File: config.mk
export PLATFORM = sky130hd
export DESIGN_NAME = w_grf_writer_flat
export DESIGN_NICKNAME = d
export VERILOG_FILES = /design/src/rtl/w_grf_writer_pkg.sv /design/src/rtl/w_grf_writer_if.sv /design/src/rtl/w_grf_writer_wb_fifo.sv /design/src/rtl/w_grf_writer.sv /design/src/flat_wrapper.sv
export SDC_FILE = /design/constraint.sdc
export NUM_CORES = 1
export LEC_CHECK = 0
export BUFFER_PORTS_ARGS = -buffer_cell sky130_fd_sc_hd__buf_4
export CAP_MARGIN = 15
export CORE_ASPECT_RATIO = 0.6
export CORE_UTILIZATION = 55
export DETAILED_ROUTE_END_ITERATION = 8
export GPL_TIMING_DRIVEN = 0
export PLACE_DENSITY = 0.78
export SLEW_MARGIN = 10
export SYNTH_ARGS = -nofsm -noshare
export SYNTH_HDL_FRONTEND = slang
export SYNTH_SLANG_ARGS = --single-unit
File: constraint.sdc
create_clock -name clk -period 10 [get_ports clk]
set_input_delay 0.5 -clock clk [delete_from_list [all_inputs] [get_ports clk]]
set_output_delay 0.5 -clock clk [all_outputs]
set_load 0.02 [all_outputs]
File: src/rtl/w_grf_writer_pkg.sv
// Shared types and constants for the GRF write-port driver: register-zero index,
// aux FIFO entry layout {a3, wd, pc} and the arbitration source encoding.
package w_grf_writer_pkg;

   localparam int A3_W   = 5;
   localparam int DATA_W = 32;

   localparam logic [A3_W-1:0] REG_ZERO = 5'd0;

   localparam int WB_ENTRY_W = A3_W + DATA_W + DATA_W;
   localparam int ENT_PC_LSB = 0;
   localparam int ENT_WD_LSB = DATA_W;
   localparam int ENT_A3_LSB = DATA_W + DATA_W;

   typedef enum logic [1:0] {
      SRC_NONE = 2'd0,
      SRC_PIPE = 2'd1,
      SRC_AUX  = 2'd2
   } wb_src_e;

   function automatic logic [31:0] reg_onehot(input logic [A3_W-1:0] a3);
      reg_onehot = 32'd1 << a3;
   endfunction

endpackage

File: src/rtl/w_grf_writer_if.sv
// Bus bundle between the W stage / aux producer / GRF / hazard unit and w_grf_writer.
// The slave modport is the writer's view; master is the environment's view.
interface w_grf_writer_if;

   logic        w_we;
   logic [4:0]  w_a3;
   logic [31:0] w_wd;
   logic [31:0] w_pc;
   logic        aux_valid;
   logic        aux_ready;
   logic [4:0]  aux_a3;
   logic [31:0] aux_wd;
   logic [31:0] aux_pc;
   logic        grf_we;
   logic [4:0]  grf_a3;
   logic [31:0] grf_wd;
   logic [31:0] grf_pc;
   logic        stall_req;
   logic [31:0] pend_mask;

   modport slave (
      input  w_we, w_a3, w_wd, w_pc,
      input  aux_valid, aux_a3, aux_wd, aux_pc,
      output aux_ready,
      output grf_we, grf_a3, grf_wd, grf_pc,
      output stall_req, pend_mask
   );

   modport master (
      output w_we, w_a3, w_wd, w_pc,
      output aux_valid, aux_a3, aux_wd, aux_pc,
      input  aux_ready,
      input  grf_we, grf_a3, grf_wd, grf_pc,
      input  stall_req, pend_mask
   );

endinterface

File: src/rtl/w_grf_writer_wb_fifo.sv
// Aux write FIFO: wrap-around pointers plus occupancy count, asynchronous reset.
// With WB_PEND_MASK_EN defined it also exports its slots and which survive this edge.
module wb_fifo #(
   parameter int DEPTH = 4,
   parameter int W     = 69
) (
   input  logic                      clk,
   input  logic                      reset,
   input  logic                      push,
   input  logic                      pop,
   input  logic [W-1:0]              wdata,
   output logic [W-1:0]              rdata,
   output logic                      full,
   output logic                      empty,
`ifdef WB_PEND_MASK_EN
   output logic [DEPTH-1:0]          slot_live,
   output logic [DEPTH-1:0][W-1:0]   slots,
`endif
   output logic                      one_left
);

   localparam int PW = $clog2(DEPTH);

   logic [DEPTH-1:0][W-1:0] mem_r;
   logic [PW-1:0]           wr_ptr_r;
   logic [PW-1:0]           rd_ptr_r;
   logic [PW:0]             count_r;
   logic                    do_push_s;
   logic                    do_pop_s;

   assign do_push_s = push && !full;
   assign do_pop_s  = pop && !empty;
   assign full      = (count_r == (PW+1)'(DEPTH));
   assign empty     = (count_r == {(PW+1){1'b0}});
   assign one_left  = (count_r == {{PW{1'b0}}, 1'b1});
   assign rdata     = mem_r[rd_ptr_r];

   // Entry storage; contents are don't-care until counted valid.
   always_ff @(posedge clk) begin
      if (do_push_s) begin
         mem_r[wr_ptr_r] <= wdata;
      end
   end

   // Pointers wrap naturally because DEPTH is a power of two.
   always_ff @(posedge clk or posedge reset) begin
      if (reset) begin
         wr_ptr_r <= {PW{1'b0}};
         rd_ptr_r <= {PW{1'b0}};
         count_r  <= {(PW+1){1'b0}};
      end else begin
         if (do_push_s) begin
            wr_ptr_r <= wr_ptr_r + {{(PW-1){1'b0}}, 1'b1};
         end
         if (do_pop_s) begin
            rd_ptr_r <= rd_ptr_r + {{(PW-1){1'b0}}, 1'b1};
         end
         case ({do_push_s, do_pop_s})
            2'b10:   count_r <= count_r + {{PW{1'b0}}, 1'b1};
            2'b01:   count_r <= count_r - {{PW{1'b0}}, 1'b1};
            default: count_r <= count_r;
         endcase
      end
   end

`ifdef WB_PEND_MASK_EN
   logic [PW-1:0] off_s;

   assign slots = mem_r;

   // A slot is live after this edge if it is occupied and not the head being popped.
   always_comb begin
      slot_live = {DEPTH{1'b0}};
      off_s     = {PW{1'b0}};
      for (int i = 0; i < DEPTH; i++) begin
         off_s        = PW'(i) - rd_ptr_r;
         slot_live[i] = ({1'b0, off_s} < count_r) && !(do_pop_s && (off_s == {PW{1'b0}}));
      end
   end
`endif

endmodule

File: src/rtl/w_grf_writer.sv
// GRF write-port driver: W-stage writes win, aux writes queue in wb_fifo, a starvation
// counter forces a drain via stall_req. Optional pend_mask tracking under WB_PEND_MASK_EN.
module w_grf_writer
   import w_grf_writer_pkg::*;
#(
   parameter int DEPTH      = 4,
   parameter int STARVE_MAX = 8
) (
   input logic             clk,
   input logic             reset,
   w_grf_writer_if.slave   bus
);

   localparam int CW = $clog2(STARVE_MAX + 1);

   logic [WB_ENTRY_W-1:0] head_s;
   logic                  full_s;
   logic                  empty_s;
   logic                  one_left_s;
   logic                  push_s;
   logic                  pop_s;
   wb_src_e               src_s;
   logic [CW-1:0]         starve_r;
   logic                  stall_r;
   logic                  stall_next_s;
   logic                  grf_we_r;
   logic [A3_W-1:0]       grf_a3_r;
   logic [DATA_W-1:0]     grf_wd_r;
   logic [DATA_W-1:0]     grf_pc_r;

`ifdef WB_PEND_MASK_EN
   logic [DEPTH-1:0]                 slot_live_s;
   logic [DEPTH-1:0][WB_ENTRY_W-1:0] slots_s;
`endif

   // Writes to $0 are dropped at the door so they never occupy a slot.
   assign push_s = bus.aux_valid && !full_s && (bus.aux_a3 != REG_ZERO);
   assign pop_s  = (src_s == SRC_AUX);

   wb_fifo #(.DEPTH(DEPTH), .W(WB_ENTRY_W)) u_fifo (
      .clk       (clk),
      .reset     (reset),
      .push      (push_s),
      .pop       (pop_s),
      .wdata     ({bus.aux_a3, bus.aux_wd, bus.aux_pc}),
      .rdata     (head_s),
      .full      (full_s),
      .empty     (empty_s),
`ifdef WB_PEND_MASK_EN
      .slot_live (slot_live_s),
      .slots     (slots_s),
`endif
      .one_left  (one_left_s)
   );

   // Arbitration: a live pipeline write wins unless the W stage is frozen.
   always_comb begin
      src_s = SRC_NONE;
      if (!stall_r && bus.w_we && (bus.w_a3 != REG_ZERO)) begin
         src_s = SRC_PIPE;
      end else if (!empty_s) begin
         src_s = SRC_AUX;
      end else begin
         src_s = SRC_NONE;
      end
   end

   // GRF port registers; address/data hold their last value on idle cycles.
   always_ff @(posedge clk or posedge reset) begin
      if (reset) begin
         grf_we_r <= 1'b0;
         grf_a3_r <= 5'd0;
         grf_wd_r <= 32'd0;
         grf_pc_r <= 32'd0;
      end else begin
         case (src_s)
            SRC_PIPE: begin
               grf_we_r <= 1'b1;
               grf_a3_r <= bus.w_a3;
               grf_wd_r <= bus.w_wd;
               grf_pc_r <= bus.w_pc;
            end
            SRC_AUX: begin
               grf_we_r <= 1'b1;
               grf_a3_r <= head_s[ENT_A3_LSB +: A3_W];
               grf_wd_r <= head_s[ENT_WD_LSB +: DATA_W];
               grf_pc_r <= head_s[ENT_PC_LSB +: DATA_W];
            end
            default: grf_we_r <= 1'b0;
         endcase
      end
   end

   // Stall holds until the edge on which the last queued entry leaves.
   always_comb begin
      stall_next_s = stall_r;
      if (stall_r) begin
         stall_next_s = !empty_s && !(one_left_s && pop_s && !push_s);
      end else begin
         stall_next_s = (starve_r == CW'(STARVE_MAX)) && !pop_s;
      end
   end

   // Starvation counter and stall register.
   always_ff @(posedge clk or posedge reset) begin
      if (reset) begin
         starve_r <= {CW{1'b0}};
         stall_r  <= 1'b0;
      end else begin
         stall_r <= stall_next_s;
         if (empty_s || pop_s) begin
            starve_r <= {CW{1'b0}};
         end else if (starve_r != CW'(STARVE_MAX)) begin
            starve_r <= starve_r + {{(CW-1){1'b0}}, 1'b1};
         end else begin
            starve_r <= starve_r;
         end
      end
   end

`ifdef WB_PEND_MASK_EN
   logic [31:0] pend_next_s;
   logic [31:0] pend_r;

   // Rebuild the mask from the FIFO's post-edge contents so duplicates stay correct.
   always_comb begin
      pend_next_s = push_s ? reg_onehot(bus.aux_a3) : 32'd0;
      for (int i = 0; i < DEPTH; i++) begin
         if (slot_live_s[i]) begin
            pend_next_s = pend_next_s | reg_onehot(slots_s[i][ENT_A3_LSB +: A3_W]);
         end else begin
            pend_next_s = pend_next_s;
         end
      end
   end

   // Pending-destination mask register.
   always_ff @(posedge clk or posedge reset) begin
      if (reset) begin
         pend_r <= 32'd0;
      end else begin
         pend_r <= pend_next_s;
      end
   end

   assign bus.pend_mask = pend_r;
`else
   assign bus.pend_mask = 32'd0;
`endif

   assign bus.aux_ready = !full_s;
   assign bus.grf_we    = grf_we_r;
   assign bus.grf_a3    = grf_a3_r;
   assign bus.grf_wd    = grf_wd_r;
   assign bus.grf_pc    = grf_pc_r;
   assign bus.stall_req = stall_r;

endmodule
File: src/flat_wrapper.sv
// flat-port wrapper written by rule: the top's interface ports become plain ports
module w_grf_writer_flat import w_grf_writer_pkg::*;
#(
   parameter int DEPTH      = 4,
   parameter int STARVE_MAX = 8
)
  (clk, reset, bus_w_we, bus_w_a3, bus_w_wd, bus_w_pc, bus_aux_valid, bus_aux_a3, bus_aux_wd, bus_aux_pc, bus_aux_ready, bus_grf_we, bus_grf_a3, bus_grf_wd, bus_grf_pc, bus_stall_req, bus_pend_mask);
  w_grf_writer_if bus_i ();
  input logic clk;
  input logic reset;
  input wire logic [$bits(bus_i.w_we)-1:0] bus_w_we;
  input wire logic [$bits(bus_i.w_a3)-1:0] bus_w_a3;
  input wire logic [$bits(bus_i.w_wd)-1:0] bus_w_wd;
  input wire logic [$bits(bus_i.w_pc)-1:0] bus_w_pc;
  input wire logic [$bits(bus_i.aux_valid)-1:0] bus_aux_valid;
  input wire logic [$bits(bus_i.aux_a3)-1:0] bus_aux_a3;
  input wire logic [$bits(bus_i.aux_wd)-1:0] bus_aux_wd;
  input wire logic [$bits(bus_i.aux_pc)-1:0] bus_aux_pc;
  output wire logic [$bits(bus_i.aux_ready)-1:0] bus_aux_ready;
  output wire logic [$bits(bus_i.grf_we)-1:0] bus_grf_we;
  output wire logic [$bits(bus_i.grf_a3)-1:0] bus_grf_a3;
  output wire logic [$bits(bus_i.grf_wd)-1:0] bus_grf_wd;
  output wire logic [$bits(bus_i.grf_pc)-1:0] bus_grf_pc;
  output wire logic [$bits(bus_i.stall_req)-1:0] bus_stall_req;
  output wire logic [$bits(bus_i.pend_mask)-1:0] bus_pend_mask;
  assign bus_i.w_we = bus_w_we;
  assign bus_i.w_a3 = bus_w_a3;
  assign bus_i.w_wd = bus_w_wd;
  assign bus_i.w_pc = bus_w_pc;
  assign bus_i.aux_valid = bus_aux_valid;
  assign bus_i.aux_a3 = bus_aux_a3;
  assign bus_i.aux_wd = bus_aux_wd;
  assign bus_i.aux_pc = bus_aux_pc;
  assign bus_aux_ready = bus_i.aux_ready;
  assign bus_grf_we = bus_i.grf_we;
  assign bus_grf_a3 = bus_i.grf_a3;
  assign bus_grf_wd = bus_i.grf_wd;
  assign bus_grf_pc = bus_i.grf_pc;
  assign bus_stall_req = bus_i.stall_req;
  assign bus_pend_mask = bus_i.pend_mask;
  w_grf_writer #(.DEPTH(DEPTH), .STARVE_MAX(STARVE_MAX)) u_core (.clk(clk), .reset(reset), .bus(bus_i));
endmodule
# --- After elaboration in Yosys (flattened, before gate mapping) ---
# Index checks and enable logic that the tools add are counted.
totals:
  reg_bits: 358
  in_bits: 142
  output_inout_bits: 104
op_classes:
  addsub: 5
  n_lt_le_gt_ge: 3
  eq_ne: 8
  mux: 15
  n_reduce_logical: 25
ops:
  columns: ["operator", "n"]
  rows:
  - ["bitwise mux 276 bit", 1]
  - ["binary-select mux 69 bit (select 2 bit)", 1]
  - ["demux 69 bit (select 2 bit)", 1]
  - ["2-to-1 mux 69 bit", 2]
  - ["one-hot mux 32 bit (2 select lines)", 2]
  - ["logical AND 1 bit", 11]
  - ["one-hot mux 5 bit (2 select lines)", 1]
  - ["nonzero test 5 bit", 2]
  - ["2-to-1 mux 4 bit", 2]
  - ["logical NOT 1 bit", 6]
  - ["less-than comparator 2 x 3 -> 1 bit (second input constant)", 2]
  - ["one-hot mux 3 bit (2 select lines)", 1]
  - ["nonzero test 2 bit", 3]
  - ["adder 2 x 1 -> 2 bit (second input constant)", 2]
  - ["adder 4 x 1 -> 4 bit (second input constant)", 1]
  - ["equality test 2 x 1 -> 1 bit (second input constant)", 2]
  - ["equality test 2 bit (second input constant)", 2]
  - ["equality test 4 bit (second input constant)", 1]
  - ["2-to-1 mux 2 bit", 2]
  - ["!= test 4 bit (second input constant)", 1]
  - ["adder 3 x 1 -> 3 bit (second input constant)", 1]
  - ["equality test 3 x 1 -> 1 bit (second input constant)", 1]
  - ["equality test 3 bit (second input constant)", 1]
  - ["logical NOT 3 bit", 1]
  - ["5 further kinds", 6]

# --- Longest topological paths before layout ---
logic_depth:
  depth_word: 10
  mapped_depth: 9
  mapped_depth_nobuf: 8

# --- By module ---
# Synthesis repeated with hierarchy kept, for this count alone.
unflattened:
  cells_unflattened: 704
  hier_area_um2: 14496.4
by_module_without_submodules:
  columns: ["mod", "n_inst", "cells_per_inst", "area_per_inst_um2", "seq_area_each_um2"]
  rows:
  - ["wb_fifo", 1, 406, 10496.3, 8463.1]
  - ["w_grf_writer", 1, 298, 4000.1, 1876.8]

# --- Least setup slack after synthesis ---
# Ideal clock, no wire load.
synth_timing:
  path_kind: "register to register"
  from: "reg u_core.u_fifo.count_r[0]"
  to: "reg u_core.u_fifo.mem_r[0] (netlist bit) (enable)"
  setup_ns: 0.435
  arrival_time_ns: 2.691
  t_required_ns: 9.565
  setup_slack_ns: 6.875
  path_stages_with_launch: 5
  path_buffers: 0
  path_cell_list: "dfrtp_1 inv_1 ha_1 a21oi_1 and2_1"
synth_between:
  elab_chain_len: 5
synth_lines:
  columns: ["element", "line", "source"]
  rows:
  - ["start: declaration", "w_grf_writer_wb_fifo.sv:27", "logic [PW:0] count_r;"]
  - ["start signal: assignment", "w_grf_writer_wb_fifo.sv:50", "count_r <= {(PW+1){1'b0}};"]
  - ["start signal: assignment", "w_grf_writer_wb_fifo.sv:59", "2'b10: count_r <= count_r + {{PW{1'b0}}, 1'b1};"]
  - ["start signal: assignment", "w_grf_writer_wb_fifo.sv:60", "2'b01: count_r <= count_r - {{PW{1'b0}}, 1'b1};"]
  - ["equality test 3 bit *", "w_grf_writer_wb_fifo.sv:33", "assign full = (count_r == (PW+1)'(DEPTH));"]
  - ["logical NOT 1 bit *", "w_grf_writer_wb_fifo.sv:31, w_grf_writer.sv:37", null]
  - ["logical AND 1 bit (2 in a row)", "w_grf_writer.sv:37", "assign push_s = bus.aux_valid && !full_s && (bus.aux_a3 != REG_ZERO);"]
  - ["logical AND 1 bit *", "w_grf_writer_wb_fifo.sv:31", "assign do_push_s = push && !full;"]
  - ["end signal: indexed assignment", "w_grf_writer_wb_fifo.sv:41", "mem_r[wr_ptr_r] <= wdata;"]
  - ["end: declaration", "w_grf_writer_wb_fifo.sv:24", "logic [DEPTH-1:0][W-1:0] mem_r;"]
# Mark *: on every way between the ends. The rest lies on a longest branch, timed or not.
# A chain may end at the register's enable or synchronous reset.

# --- Worst setup path after layout ---
layout_timing:
  from: "reg u_core.u_fifo.count_r[0]"
  to: "reg u_core.grf_pc_r[0], in the netlist u_core.bus.grf_pc[0]"
layout_between:
  elab_chain_len: 5
  elab_cells_between_ends: 7
  classes_between: "eq/ne: 2; mux: 3; reduce/logical: 2"
layout_lines:
  columns: ["element", "line", "source"]
  rows:
  - ["logical NOT 3 bit *", "w_grf_writer_wb_fifo.sv:34", "assign empty = (count_r == {(PW+1){1'b0}});"]
  - ["2-to-1 mux 2 bit *", "w_grf_writer.sv:61", "end else if (!empty_s) begin"]
  - ["2-to-1 mux 2 bit *", "w_grf_writer.sv:59", "if (!stall_r && bus.w_we && (bus.w_a3 != REG_ZERO)) begin"]
  - ["equality test 2 bit or equality test 2 x 1 -> 1 bit (tied branches)", "w_grf_writer.sv:76", "case (src_s)"]
  - ["one-hot mux 32 bit (2 select lines) or nonzero test 2 bit (tied branches)", null, null]
  - ["end signal: assignment", "w_grf_writer.sv:81", "grf_pc_r <= bus.w_pc;"]
  - ["end signal: assignment", "w_grf_writer.sv:87", "grf_pc_r <= head_s[ENT_PC_LSB +: DATA_W];"]
  - ["end: declaration", "w_grf_writer.sv:29", "logic [DATA_W-1:0] grf_pc_r;"]
# Marks and branches as above.

==> results.md <==
* Nets at 1431
* Commonest cells post-synth: edfxtp_1, dfrtp_1, nor3_1, nand2_1
* Share of the synthesized area in the top cell type at 57.3%
* Grt total ovfl at 0
* CTS tree: yes
* Height of the die at 128 um
* Slew Viols, Final at 0
* IO Port Bufs at 213
* Top post-synthesis cells by area: edfxtp_1, dfrtp_1, mux2_2
* Most frequent cell after synthesis: edfxtp_1
* Min Tclk post-route at 2740 ps
* Initial antenna violation count at 0
* Worst Hold Class: in -> reg
* Num Clock Sinks at 358
* Async set or reset register ratio after synthesis at 22.9%
* Pre-CTS setup slack at 6950 ps
* Maximum VDD drop at 0.000167 V
* Setup WS post-layout at 7260 ps
* Seq/Total Area, Yosys at 71.5%
* Startpoint Class: register
* Post-synth EDFFs at 276
* Fillers at 1800
* Largest delay share family, worst path: buffers and inverters
* Fin crit share at 27.4%
* Worst R2R End: u_core.bus.grf_pc[0]
* Detailed Route WL at 33.7 mm
* Max Clock Freq at 365 MHz
* Syn Inst Count at 995
* PwrDens at 288 nW/um^2
* First drt pass iteration count at 5
* Clock Path Buffers at 3
* Worst rel slew slack at 29.3%
* Register area at 10300 um^2
* Max-cap violation count at 0
* Setup crit end kind: register
* Top-Level Pins at 246
* Worst path cell trace: inv_1 -> ha_1 -> nor2b_1 -> buf_2 -> buf_2 -> buf_1 -> nor3_1 -> a21oi_1 -> a31oi_1
* Row count at 45
* Final core utilization at 69.2%
* Vias in the first global route at 9068
* Post-DP HPWL at 22.2 mm
* CP max stage delay at 500 ps
* 1st-iter DRT viols at 972
* Largest net degree at the start of global routing at 53
* CP Data Arrival Time at 3160 ps
* First-pass GRT wire length at 51.9 mm
* Area leader, netlist: edfxtp_1
* Most used cell, CP: buf_2
* Area of the die at 27000 um^2
* Predominant post-synthesis flop cell: edfxtp_1
* Starting density of the core at 56.5%
* RSZ-0062 raised after global routing: no
* Non-Filler Instances at 1654
* Clock skew after layout at 8.53 ps
* CTS Buf Count at 31
* Finish-stage setup viols at 0
* WHS Endpoint: u_core.u_fifo.mem_r[84]
* Antenna Nets Post-Route at 0
* Worst Hold Depth at 1
* Yosys reg bits at 358
* Worst R2R Path Depth at 9
* CP max FO at 10
* DR WL/cell at 20.4 um
* Static Leakage at 6.85 nW
* Drt drc at 0
* Power Total at 5.10 mW
* GPL Wtd Cong at 0.768
* Via count at 9131
* Hold Crit Start: bus_aux_pc[15]
* Antenna cells at 0
* CTS resizes at 0
* Dpl cells at 1596
* GRT Util Overall at 25.6%
* Worst reg2reg path startpoint: u_core.u_fifo.count_r[0]
* Setup TNS at 0 ps
* Die width at 211 um
* Worst Path Buf+Inv at 4
* Skew-Pair Late Insertion Delay at 550 ps
* Share of cells above drive strength 1 at 30.7%
* Area of the core at 25600 um^2
* Netlist cell types at 31
* Clock slew at reported path FFs at 70 ps
* CTS root buffer: clkbuf_16
* Via density at 5.52
* Status: completed
* Setup CP Type: reg -> reg
* Worst Path Required at 10430 ps
* Fin. Hold Viols at 0
* H-tree depth at 1
* Flop2flop setup slack at 7260 ps
* Avg Inst Size Synth at 14.5 um^2
* Area grow syn2layout at 22.4%
* Area of the multi-input gates at 3660 um^2
* Yosys warning count at 0
* Mapped Area at 14500 um^2
* CP max stage cell: buf_1
* Worst Max-Slew Pin Slew at 1060 ps
[cells by family (layout without fill, tap and decap cells)]
logic type | count (synthesis) | in the layout | synth area share, %
buffers and inverters | 103 | 379 | 4.05
AOI/OAI and AO/OA | 143 | 143 | 5.69
and+or+nand+nor | 230 | 230 | 6.91
DFF | 358 | 358 | 71.5
muxes | 140 | 140 | 10.3
other | 1 | 32 | 0.0259
adders and majority gates | 11 | 11 | 0.952
xor gates and xnor gates | 9 | 9 | 0.545
[cells in the final DEF (no fill, tap or decap), types with 18 or more instances in the layout]
master / Yosys / layout
mux2_2: 70 / 70
nor2_1: 70 / 70
a31oi_1: 64 / 64
a21oi_1: 70 / 70
nand2_1: 71 / 71
clkbuf_1: 29 / 42
mux2i_1: 70 / 70
edfxtp_1: 276 / 276
nor3_1: 72 / 72
buf_4: 47 / 260
conb_1: 1 / 32
clkbuf_16: 0 / 31
buf_2: 18 / 18
dfrtp_1: 82 / 82
[through the flow]
stage	instance area (um^2)	hold slack [ps]
global placement	16600	505
global route	17700	119
detailed placement	16800	533
floorplan	14600	478
CTS	17700	113
finish	17700	145
[worst max-delay path by stage]
| stage | start | endpoint | depth (start not counted) |
|---|---|---|---|
| 4_1_cts | u_core.u_fifo.count_r[0] | u_core.bus.grf_pc[0] | 9 |
| 2_1_floorplan | u_core.u_fifo.count_r[0] | u_core.u_fifo.mem_r[0] | 4 |
| 5_1_grt | u_core.u_fifo.count_r[0] | u_core.bus.grf_wd[30] | 9 |
| 3_5_place_dp | bus_w_a3[1] | u_core.u_fifo.count_r[2] | 8 |
| 3_3_place_gp | bus_aux_a3[0] | u_core.u_fifo.mem_r[254] | 5 |
| 6_report | u_core.u_fifo.count_r[0] | u_core.bus.grf_pc[0] | 9 |
[power by group]
part	internal [mW]	switching (mW)	total, mW	leakage [nW]
combinational	0.722	1.14	1.86	2.91
sequential	1.99	0.134	2.13	3.48
clock	0.604	0.509	1.11	0.456
total	3.32	1.78	5.10	6.85
[what timing repair did]
action / in CTS / in global routing
setup buffers: 0 / 0
endpoints found under the setup margin: 0 / 0
hold buffers: 1 / 0
hold endpoints to repair: 33 / 0
[area by class of cell]
class / instances / share of cell area, %
clock inverters: 9 / 0.269
flip-flops and latches: 358 / 58.4
well taps: 352 / 2.49
inverters: 8 / 0.184
clock buffers: 48 / 4.97
repair buffers: 219 / 9.87
multi-input cells: 565 / 20.7
plain buffers: 95 / 3.14
[registers in the layout, summed over array words and instances, names as in the netlist]
register,count
u_core.u_fifo.wr_ptr_r,2
u_core.bus.stall_req,1
u_core.bus.grf_a3,5
u_core.bus.grf_pc,32
u_core.u_fifo.rd_ptr_r,2
u_core.u_fifo.mem_r,276
u_core.starve_r,4
u_core.bus.grf_we,1
u_core.u_fifo.count_r,3
u_core.bus.grf_wd,32
[metal layers]
| layer | vias up | track usage [%] | part of all wire [%] |
|---|---|---|---|
| met4 | 0 | 5.37 | 1.9 |
| met1 | 4522 | 38.6 | 46 |
| met2 | 360 | 38.8 | 45 |
| li1 | 4202 | - | - |
| met5 | - | 0 | 0 |
| met3 | 47 | 5.16 | 7.7 |
[worst register-to-register path: cells and delay by family, from the launching register on]
kind	cells	cell delay [ps]
AND/OR/NAND/NOR	2	230
adder cells (fa/ha/maj)	1	210
flip-flops	1	430
AO/OA/AOI/OAI	2	410
buffers and inverters	4	1330
Note: power is estimated with default switching activity, not from simulation.
